===== config.mk =====
export PLATFORM = sky130hd
export DESIGN_NAME = mac_rx_frame_check
export DESIGN_NICKNAME = d
export VERILOG_FILES = /design/src/rtl/mac_rx_pkg.sv /design/src/rtl/crc32_d8.sv /design/src/rtl/mac_rx_frame_check.sv
export SDC_FILE = /design/constraint.sdc
export NUM_CORES = 1
export LEC_CHECK = 0
export ABC_AREA = 1
export BUFFER_PORTS_ARGS = -buffer_cell sky130_fd_sc_hd__buf_2
export CORE_MARGIN = 2
export CORE_UTILIZATION = 35
export CTS_CLUSTER_DIAMETER = 80
export DETAILED_ROUTE_END_ITERATION = 10
export PLACE_DENSITY_LB_ADDON = 0.25
export SLEW_MARGIN = 20
export SYNTH_ARGS = -nofsm -noshare
export SYNTH_HDL_FRONTEND = slang
export SYNTH_SLANG_ARGS = --single-unit

===== constraint.sdc =====
create_clock -name i_udp_stack_clk -period 1.85 [get_ports i_udp_stack_clk]
set_clock_uncertainty 0.05 [all_clocks]
set_input_delay 0.37 -clock i_udp_stack_clk [delete_from_list [all_inputs] [get_ports i_udp_stack_clk]]
set_output_delay 0.37 -clock i_udp_stack_clk [all_outputs]
set_load 0.02 [all_outputs]

===== src/rtl/mac_rx_pkg.sv =====
// Shared constants, FSM encoding and helpers for the RX MAC frame checker.
package mac_rx_pkg;

    typedef enum logic [2:0] {
        StIdle,
        StPre,
        StHdr,
        StPay,
        StDrop
    } rx_state_e;

    localparam logic [7:0]  C_PREAMBLE    = 8'h55;
    localparam logic [7:0]  C_SFD         = 8'hD5;
    localparam logic [47:0] C_BCAST_MAC   = 48'hFFFF_FFFF_FFFF;
    localparam logic [31:0] C_CRC_POLY    = 32'hEDB8_8320;
    localparam logic [31:0] C_CRC_INIT    = 32'hFFFF_FFFF;
    localparam logic [31:0] C_CRC_RESIDUE = 32'hDEBB_20E3;

    localparam int unsigned C_HDR_LEN   = 14;
    localparam int unsigned C_FCS_LEN   = 4;
    localparam int unsigned C_MIN_LEN   = 19;
    // One payload byte plus the FCS must be held before anything is known to be payload.
    localparam int unsigned C_SR_DEPTH  = C_FCS_LEN + 1;

    // Saturating 16-bit increment for the drop counter.
    function automatic logic [15:0] sat_inc(input logic [15:0] v);
        return (v == 16'hFFFF) ? v : v + 16'd1;
    endfunction

endpackage


===== src/rtl/crc32_d8.sv =====
// Combinational CRC-32 (reflected) next-state for one byte per cycle.
module crc32_d8
    import mac_rx_pkg::*;
(
    input  logic [31:0] crc,
    input  logic [7:0]  data,
    output logic [31:0] crc_next
);

    // LSB-first shift of the byte through the reflected polynomial.
    always_comb begin
        crc_next = crc ^ {24'h0, data};
        for (int i = 0; i < 8; i++) begin
            crc_next = crc_next[0] ? ((crc_next >> 1) ^ C_CRC_POLY) : (crc_next >> 1);
        end
    end

endmodule


===== src/rtl/mac_rx_frame_check.sv =====
// RX MAC front end: strips preamble/SFD, filters on destination MAC, extracts source MAC and
// EtherType, streams payload with the FCS removed and flags frame status on the last byte.
// Optional feature macro: MAC_RX_CRC_CHECK_EN (CRC-32 check of dst..FCS; without it the FCS is
// only stripped and o_frame_err reports oversize only).
module mac_rx_frame_check
    import mac_rx_pkg::*;
#(
    parameter int unsigned P_MAX_LEN      = 1522,
    parameter bit          P_ACCEPT_BCAST = 1'b1
) (
    input  logic        i_udp_stack_clk,
    input  logic        i_rst_n,
    input  logic [47:0] i_local_mac,
    input  logic [7:0]  i_gmii_rx_data,
    input  logic        i_gmii_rx_valid,
    output logic [7:0]  o_mac_rx_data,
    output logic        o_mac_rx_valid,
    output logic        o_mac_rx_last,
    output logic [15:0] o_mac_rx_type,
    output logic [47:0] o_mac_rx_src_mac,
    output logic        o_frame_ok,
    output logic        o_frame_err,
    output logic [15:0] o_drop_cnt
);

    localparam logic [10:0] MaxLen = 11'(P_MAX_LEN);

    rx_state_e   state_q;
    logic [2:0]  pre_cnt_q;
    logic [10:0] cnt_q;
    logic [47:0] hdr_q;
    logic [7:0]  sr_q [C_SR_DEPTH];
    logic [2:0]  held_q;
    logic        emitted_q;
    logic [7:0]  data_q;
    logic        valid_q;
    logic        last_q;
    logic        ok_q;
    logic        err_q;
    logic [15:0] type_q;
    logic [47:0] src_q;
    logic [15:0] drop_q;

    logic [47:0] dst_word;
    logic        dst_hit;
    logic        crc_good;

    // Destination is complete once its 6th byte is on the input.
    assign dst_word = {hdr_q[39:0], i_gmii_rx_data};
    assign dst_hit  = (dst_word == i_local_mac) || (P_ACCEPT_BCAST && (dst_word == C_BCAST_MAC));

`ifdef MAC_RX_CRC_CHECK_EN
    logic [31:0] crc_q;
    logic [31:0] crc_next;

    crc32_d8 u_crc32_d8 (
        .crc      (crc_q),
        .data     (i_gmii_rx_data),
        .crc_next (crc_next)
    );

    // Running CRC over every byte after the SFD, restarted at each SFD.
    always_ff @(posedge i_udp_stack_clk or negedge i_rst_n) begin
        if (!i_rst_n) begin
            crc_q <= C_CRC_INIT;
        end else if (state_q == StPre && i_gmii_rx_valid && i_gmii_rx_data == C_SFD) begin
            crc_q <= C_CRC_INIT;
        end else if (i_gmii_rx_valid && (state_q == StHdr || state_q == StPay)) begin
            crc_q <= crc_next;
        end
    end

    assign crc_good = (crc_q == C_CRC_RESIDUE);
`else
    assign crc_good = 1'b1;
`endif

    // Frame FSM with registered payload stream, status pulses and drop counter.
    always_ff @(posedge i_udp_stack_clk or negedge i_rst_n) begin
        if (!i_rst_n) begin
            // Resetting into StDrop discards the tail of any frame still in flight at release;
            // with valid low it falls through to StIdle on the first clock.
            state_q   <= StDrop;
            pre_cnt_q <= '0;
            cnt_q     <= '0;
            hdr_q     <= '0;
            held_q    <= '0;
            emitted_q <= 1'b0;
            data_q    <= '0;
            valid_q   <= 1'b0;
            last_q    <= 1'b0;
            ok_q      <= 1'b0;
            err_q     <= 1'b0;
            type_q    <= '0;
            src_q     <= '0;
            drop_q    <= '0;
            for (int i = 0; i < C_SR_DEPTH; i++) begin
                sr_q[i] <= '0;
            end
        end else begin
            valid_q <= 1'b0;
            last_q  <= 1'b0;
            ok_q    <= 1'b0;
            err_q   <= 1'b0;
            case (state_q)
                StIdle: begin
                    if (i_gmii_rx_valid) begin
                        if (i_gmii_rx_data == C_PREAMBLE) begin
                            state_q   <= StPre;
                            pre_cnt_q <= 3'd1;
                        end else begin
                            state_q <= StDrop;
                            drop_q  <= sat_inc(drop_q);
                        end
                    end
                end
                StPre: begin
                    if (!i_gmii_rx_valid) begin
                        state_q <= StIdle;
                        drop_q  <= sat_inc(drop_q);
                    end else if (i_gmii_rx_data == C_SFD) begin
                        state_q   <= StHdr;
                        cnt_q     <= '0;
                        held_q    <= '0;
                        emitted_q <= 1'b0;
                    end else if (i_gmii_rx_data == C_PREAMBLE && pre_cnt_q < 3'd7) begin
                        pre_cnt_q <= pre_cnt_q + 3'd1;
                    end else begin
                        state_q <= StDrop;
                        drop_q  <= sat_inc(drop_q);
                    end
                end
                StHdr: begin
                    if (!i_gmii_rx_valid) begin
                        state_q <= StIdle;
                        drop_q  <= sat_inc(drop_q);
                    end else if (cnt_q == MaxLen) begin
                        state_q <= StDrop;
                        drop_q  <= sat_inc(drop_q);
                    end else begin
                        cnt_q <= cnt_q + 11'd1;
                        hdr_q <= {hdr_q[39:0], i_gmii_rx_data};
                        // cnt_q is the number of header bytes already taken
                        if (cnt_q == 11'd5 && !dst_hit) begin
                            state_q <= StDrop;
                            drop_q  <= sat_inc(drop_q);
                        end
                        if (cnt_q == 11'd12) begin
                            src_q <= hdr_q;
                        end
                        if (cnt_q == 11'(C_HDR_LEN - 1)) begin
                            type_q  <= {hdr_q[7:0], i_gmii_rx_data};
                            state_q <= StPay;
                        end
                    end
                end
                StPay: begin
                    if (!i_gmii_rx_valid) begin
                        if (cnt_q < 11'(C_MIN_LEN)) begin
                            drop_q <= sat_inc(drop_q);
                        end else begin
                            data_q  <= sr_q[0];
                            valid_q <= 1'b1;
                            last_q  <= 1'b1;
                            ok_q    <= crc_good;
                            err_q   <= !crc_good;
                        end
                        state_q <= StIdle;
                        held_q  <= '0;
                    end else if (cnt_q == MaxLen) begin
                        if (emitted_q) begin
                            data_q  <= sr_q[0];
                            valid_q <= 1'b1;
                            last_q  <= 1'b1;
                            err_q   <= 1'b1;
                        end else begin
                            drop_q <= sat_inc(drop_q);
                        end
                        state_q <= StDrop;
                        held_q  <= '0;
                    end else begin
                        cnt_q <= cnt_q + 11'd1;
                        if (held_q == 3'(C_SR_DEPTH)) begin
                            data_q    <= sr_q[0];
                            valid_q   <= 1'b1;
                            emitted_q <= 1'b1;
                            for (int i = 0; i < C_SR_DEPTH - 1; i++) begin
                                sr_q[i] <= sr_q[i+1];
                            end
                            sr_q[C_SR_DEPTH-1] <= i_gmii_rx_data;
                        end else begin
                            sr_q[held_q] <= i_gmii_rx_data;
                            held_q       <= held_q + 3'd1;
                        end
                    end
                end
                StDrop: begin
                    if (!i_gmii_rx_valid) begin
                        state_q <= StIdle;
                    end
                end
                default: state_q <= StIdle;
            endcase
        end
    end

    assign o_mac_rx_data    = data_q;
    assign o_mac_rx_valid   = valid_q;
    assign o_mac_rx_last    = last_q;
    assign o_mac_rx_type    = type_q;
    assign o_mac_rx_src_mac = src_q;
    assign o_frame_ok       = ok_q;
    assign o_frame_err      = err_q;
    assign o_drop_cnt       = drop_q;

endmodule


Word-level counts from Yosys, hierarchy flattened

Index checks and enable logic that the tools add are counted.

Add/sub/neg operators: 4
Eq/ne operators: 39
Mux-type cells: 72
Order comparisons: 4
Reductions and logical operators: 22
Bitwise gates (word level): 2

Operator list:

| cell                    | count |
|---|---|
| $mux W16                | 13 |
| $mux W3                 | 22 |
| $pmux W16 S4            | 1 |
| $eq A48 B48 Y1          | 1 |
| $eq A48 B48 Y1 const B  | 1 |
| $mux W8                 | 6 |
| $mux W11                | 4 |
| $bwmux W40              | 1 |
| $mux W40                | 1 |
| $ne A2 B2 Y1 const B    | 13 |
| $demux W8 S3            | 1 |
| $eq A11 B4 Y1 const B   | 2 |
| $pmux W11 S2            | 1 |
| $mux W1                 | 18 |
| $ne A3 B3 Y1 const B    | 6 |
| $add A16 B1 Y16 const B | 1 |
| $eq A16 B16 Y1 const B  | 1 |
| $reduce_and A4 Y1       | 4 |
| $pmux W3 S5             | 1 |
| $ne A4 B4 Y1 const B    | 3 |
| $pmux W3 S2             | 2 |
| $reduce_and A6 Y1       | 2 |
| $add A11 B1 Y11 const B | 1 |
| $eq A11 B11 Y1 const B  | 1 |
| other kinds (27)        | 36 |

Bits in registers: 201
Bits of input ports: 59
Output and inout port bits: 92
Word-level logic and storage cells: 162

Logic depth before layout (Yosys ltp)

Depth in word-level cells: 9
Depth in mapped cells: 15
Mapped depth without buffers: 14

Least setup slack after synthesis

No wires, ideal clock.

Kind: register to register
Start point: reg held_q[1]
End point: reg sr_q[10] (netlist bit)
Cell stages (with the launch flop): 9
Path buffers: 2
Data required time: 1.675 ns
Setup slack: -0.175 ns
Clock period less this slack: 2.025 ns
Setup time: 0.125 ns
Arrival time: 1.850 ns
Cell sequence: dfrtp_1 -> inv_1 -> ha_1 -> clkbuf_1 -> nand2_1 -> clkbuf_1 -> nand2_1 -> nand2_1 -> mux2_2

Longest elaborated chain between the ends: 7
Elaborated cells between the ends (all ways): 9
Those cells by class: order compare: 2; eq/ne: 1; mux: 4; bitwise: 1; reduce/logical: 1

Ends and longest elaborated chain:

| item                                                               | line                      | RTL |
|---|---|---|
| start: declaration                                                 | mac_rx_frame_check.sv:33  | `logic [2:0] held_q;` |
| start signal: assignment                                           | mac_rx_frame_check.sv:193 | `held_q <= held_q + 3'd1;` |
| $not A3 Y4 (implied by the code)                                   | mac_rx_frame_check.sv:192 | `sr_q[held_q] <= i_gmii_rx_data;` |
| $ge A4 B4 Y1 (implied by the code) or $lt A4 B1 Y1 (tied branches) | mac_rx_frame_check.sv:192 |  |
| $logic_and A1 B1 Y1 (implied by the code)                          | mac_rx_frame_check.sv:192 |  |
| $mux W8 (implied by the code)                                      | mac_rx_frame_check.sv:192 |  |
| $demux W8 S3                                                       | mac_rx_frame_check.sv:192 |  |
| $bwmux W40                                                         | mac_rx_frame_check.sv:192 |  |
| $mux W40 *                                                         | mac_rx_frame_check.sv:183 | `if (held_q == 3'(C_SR_DEPTH)) begin` |
| end signal: indexed assignment                                     | mac_rx_frame_check.sv:188 | `sr_q[i] <= sr_q[i+1];` |
| end signal: indexed assignment                                     | mac_rx_frame_check.sv:190 | `sr_q[C_SR_DEPTH-1] <= i_gmii_rx_data;` |
| end signal: indexed assignment                                     | mac_rx_frame_check.sv:192 |  |
| end: declaration                                                   | mac_rx_frame_check.sv:32  | `logic [7:0] sr_q [C_SR_DEPTH];` |

Every way passes the cells marked *; elsewhere a longest branch is shown, timed or not.
A chain may end at the register's enable or synchronous reset.

Worst setup path in the final report

Start point: reg cnt_q[0]
End point: reg src_q[42] (netlist: o_mac_rx_src_mac[42])

Longest elaborated chain between the ends: 3
Elaborated cells between the ends (all ways): 4
Those cells by class: eq/ne: 2; bitwise: 1; reduce/logical: 1

Ends and longest elaborated chain:

| item                          | line                      | RTL |
|---|---|---|
| start: declaration            | mac_rx_frame_check.sv:30  | `logic [10:0] cnt_q;` |
| start signal: assignment      | mac_rx_frame_check.sv:141 | `cnt_q <= cnt_q + 11'd1;` |
| start signal: assignment      | mac_rx_frame_check.sv:182 | `cnt_q <= cnt_q + 11'd1;` |
| $eq A11 B11 Y1                | mac_rx_frame_check.sv:137 | `end else if (cnt_q == MaxLen) begin` |
| $not A1 Y1 (no line)          | -                         |  |
| $reduce_and A4 Y1 (no line) * | -                         |  |
| end signal: assignment        | mac_rx_frame_check.sv:149 | `src_q <= hdr_q;` |
| end: declaration              | mac_rx_frame_check.sv:41  | `logic [47:0] src_q;` |

Marks and branches as above.

==> results.md <==
* Status: finished with violations
* Violated checks: negative setup slack
* # rows at 61
* Initial antenna violation count at 6
* Setup violations, final at 57
* Ranking of synthesized cells by area: dfrtp_1 (51%), nand2_1 (12%), o21ai_0 (7.3%)
* Global placer's final weighted congestion at 0.870
* Tot Pwr at 0.0115 W
* MaxCap Viol Count at 0
* Post-route setup TNS at -2.33 ns
* CP most frequent cell: nand2_4
* Syn nets at 1,195
* Post-route ant nets at 0
* PD cells at 808 mW/mm^2
* Die Y at 171 um
* Initial DRC count at 597
* DRC errors left at 0
* Rel. slew slack at 0.729
* Clock buffer count from CTS at 23
* Final hold vios at 0
* Hpwl dp at 20,600 um
* Non-Filler Instances at 1,854
* Detailed-route via count at 8,789
* Wirelength, routed at 30,700 um
* Die W at 171 um
* Hold Slack at 0.255 ns
* Min-Delay Path Class: input port to flip-flop
* Critical path arrival at 2.29 ns
* Final period util at 1.04
* Cells along the critical path: inv_2 > ha_4 > nand2_4 > nor2_4 > nand3_4 > buf_8 > nand2_4 > clkinv_8 > nand2_8 > mux2_2
* PnR worst setup slack at -0.0814 ns
* CP required at 2.21 ns
* CP max FO at 10
* Yosys top cell area share at 0.511
* CTS tree: done
* Num ports at 151
* Placed Instances at 1,772
* Syn Std Cell Area at 0.00980 mm^2
* Max-slew violations at 0
* Synth area leader: dfrtp_1
* Clk pin slew, worst setup/hold paths at 0.06 ns
* Core area at 0.0277 mm^2
* Synth Instances at 1,128
* Post-synthesis sequential area ratio at 0.513
* Clock Latency Late Sink at 0.53 ns
* Slowest-stage cell, CP: dfrtp_1
* Post-layout net count at 1,523
* Area delta synth->final at 44.7%
* Initial Utilization at 0.354
* First-pass GRT wire length at 44,600 um
* DR WL/cell at 16.5 um
* Post-Syn Area per Cell at 8.69 um^2
* Yosys warning total at 0
* Peak supply drop at 0.526 mV
* CTS Root Cell: clkbuf_16
* Largest net degree at the start of global routing at 97
* Flops & latches, synth at 201
* CP Capture Type: flip-flop
* Actual slew at the worst max-slew pin at 0.407 ns
* Post-synth cell types at 44
* Tmin final at 1.93 ns
* GRT Resource Usage Total at 0.193
* Number of port buffers at 150
* RSZ-0062 raised after global routing: true
* Fraction of layout cells with a size suffix above 1 at 0.377
* CP startpoint kind: flip-flop
* Setup CP Type: flip-flop to flip-flop
* Worst stage delay on the critical path at 0.39 ns
* Vias in the first global route at 8,247
* Pre-CTS WS at -0.320 ns
* Bufs on Longest Clock Path at 3
* Via/cell ratio at 4.74
* GRT Residual Overflow at 0
* # H-tree levels at 1
* Pleak at 7.02 nW
* Die ar. at 0.0293 mm^2
* Max Freq at 518 MHz
* Clk sink count at 201
* DR pass1 iterations at 5
-- cell families after synthesis --
family / after synthesis / share of synthesized area
and+or+nand+nor: 498 / 0.226
DFF: 201 / 0.513
AOI/OAI and AO/OA: 179 / 0.0973
buffers and inverters: 153 / 0.0630
xor gates and xnor gates: 49 / 0.0438
muxes: 40 / 0.0467
adders and majority gates: 8 / 0.0102
-- where the power goes --
part | switching, W | internal [W]
sequential | 0.0000786 | 0.00451
clock | 0.00189 | 0.00302
combinational | 0.00114 | 0.000826
total | 0.00311 | 0.00835
-- metrics by stage --
stage	util	area (um^2)
4_1_cts	0.485	13400
6_report	0.512	14200
3_5_place_dp	0.437	12100
5_1_grt	0.512	14200
2_1_floorplan	-	9820
3_3_place_gp	0.437	12100
-- cell usage after synthesis --
| cell type | instances |
|---|---|
| a21oi_1 | 7 |
| xor2_1 | 10 |
| buf_4 | 2 |
| nor4_1 | 2 |
| clkbuf_2 | 1 |
| o21ai_0 | 143 |
| o22ai_1 | 8 |
| buf_6 | 3 |
| clkbuf_1 | 20 |
| nand3_2 | 2 |
| nand3_1 | 73 |
| nand2_2 | 3 |
| or2_2 | 2 |
| nor3_2 | 3 |
| nor3_4 | 2 |
| a21oi_2 | 2 |
| nand2_1 | 317 |
| inv_1 | 108 |
| nor2_2 | 2 |
| xnor2_1 | 39 |
| nor2_1 | 48 |
| nor4b_1 | 1 |
| nor2_4 | 5 |
| nand3_4 | 1 |
| a31oi_1 | 1 |
| inv_4 | 3 |
| dfrtp_1 | 200 |
| buf_2 | 3 |
| mux2_4 | 2 |
| nand2_4 | 5 |
| dfstp_2 | 1 |
| o21ai_2 | 8 |
| buf_1 | 6 |
| o31ai_1 | 2 |
| nor3_1 | 16 |
| nand3b_1 | 1 |
| o41ai_1 | 1 |
| nor2_8 | 1 |
| nor3b_1 | 1 |
| inv_2 | 7 |
| nand4_1 | 13 |
| mux2_2 | 38 |
| o21ai_1 | 7 |
| ha_1 | 8 |
-- layout by cell type (no fill, tap or decap), types with 5 or more instances in the layout --
master and instances:
buf_6 19, nand2_8 6, nor3_1 13, buf_2 150
ha_1 6, nand2_1 284, nand3_4 6, nor2_2 7
nand2_4 16, nand3_2 16, dfrtp_1 196, nor3_4 5
nand3_1 55, o21ai_2 10, clkbuf_16 27, xnor2_1 33
nand2_2 21, buf_12 10, o21ai_1 19, nor2_4 10
nor2_1 38, clkbuf_8 9, buf_4 141, o22ai_1 8
inv_2 13, mux2_2 14, buf_8 6, mux2_4 26
a21oi_1 6, o21ai_0 129, nand4_1 13, inv_1 101
xor2_1 10
-- registers in the layout, summed over array words and instances (netlist names) --
signal	cells
emitted_q	1
o_mac_rx_valid	1
state_q	3
hdr_q	48
o_frame_err	1
o_mac_rx_data	8
o_mac_rx_src_mac	48
o_frame_ok	1
held_q	3
sr_q	40
pre_cnt_q	3
o_drop_cnt	16
o_mac_rx_type	16
o_mac_rx_last	1
cnt_q	11
-- cell type report --
cell class                      instances  area (um^2)
Antenna cell                            3         7.51
Clock buffer                           33          693
Clock inverter                          9          128
Fill cell                            2550        13500
Inverter                              118          468
Multi-Input combinational cell        777         4850
Sequential cell                       201         5040
Tap cell                              378          473
Timing Repair Buffer                  335         2520
-- final timing paths --
check | startpoint | to | slack [ns] | cells after the start
max | cnt_q[0] | o_mac_rx_src_mac[42] | -0.08 | 10
min reg2reg | o_mac_rx_src_mac[30] | o_mac_rx_src_mac[30] | 0.43 | 2
max in group asynchronous | i_rst_n | hdr_q[38] | 0.77 | 3
max reg2reg | cnt_q[0] | o_mac_rx_src_mac[42] | -0.08 | 10
min in group asynchronous | i_rst_n | hdr_q[23] | 0.26 | 2
min | i_gmii_rx_data[3] | sr_q[3] | 0.25 | 4
-- what timing repair did --
item,in CTS,in global routing
hold buffers,1,0
endpoints found under the setup margin,115,164
gates resized for setup,89,120
gates cloned,5,11
buffers inserted,6,14
endpoints found under the hold margin,29,0
pin swaps,18,36
-- metal layers --
metal,vias to the layer above,global-route usage,share of wire
met3,37,0.0389,0.050
met5,-,0,0.0011
met1,4223,0.267,0.46
li1,4337,-,-
met2,186,0.317,0.47
met4,6,0.0380,0.014
-- worst max-delay path: cells and delay by family, from the launching register on --
kind,cells,cell delay [ns]
adder cells (fa/ha/maj),1,0.14
flip-flops,1,0.39
AND/OR/NAND/NOR,5,0.52
multiplexers,1,0.34
buffers and inverters,3,0.36
(Power assumes the default switching activity.)
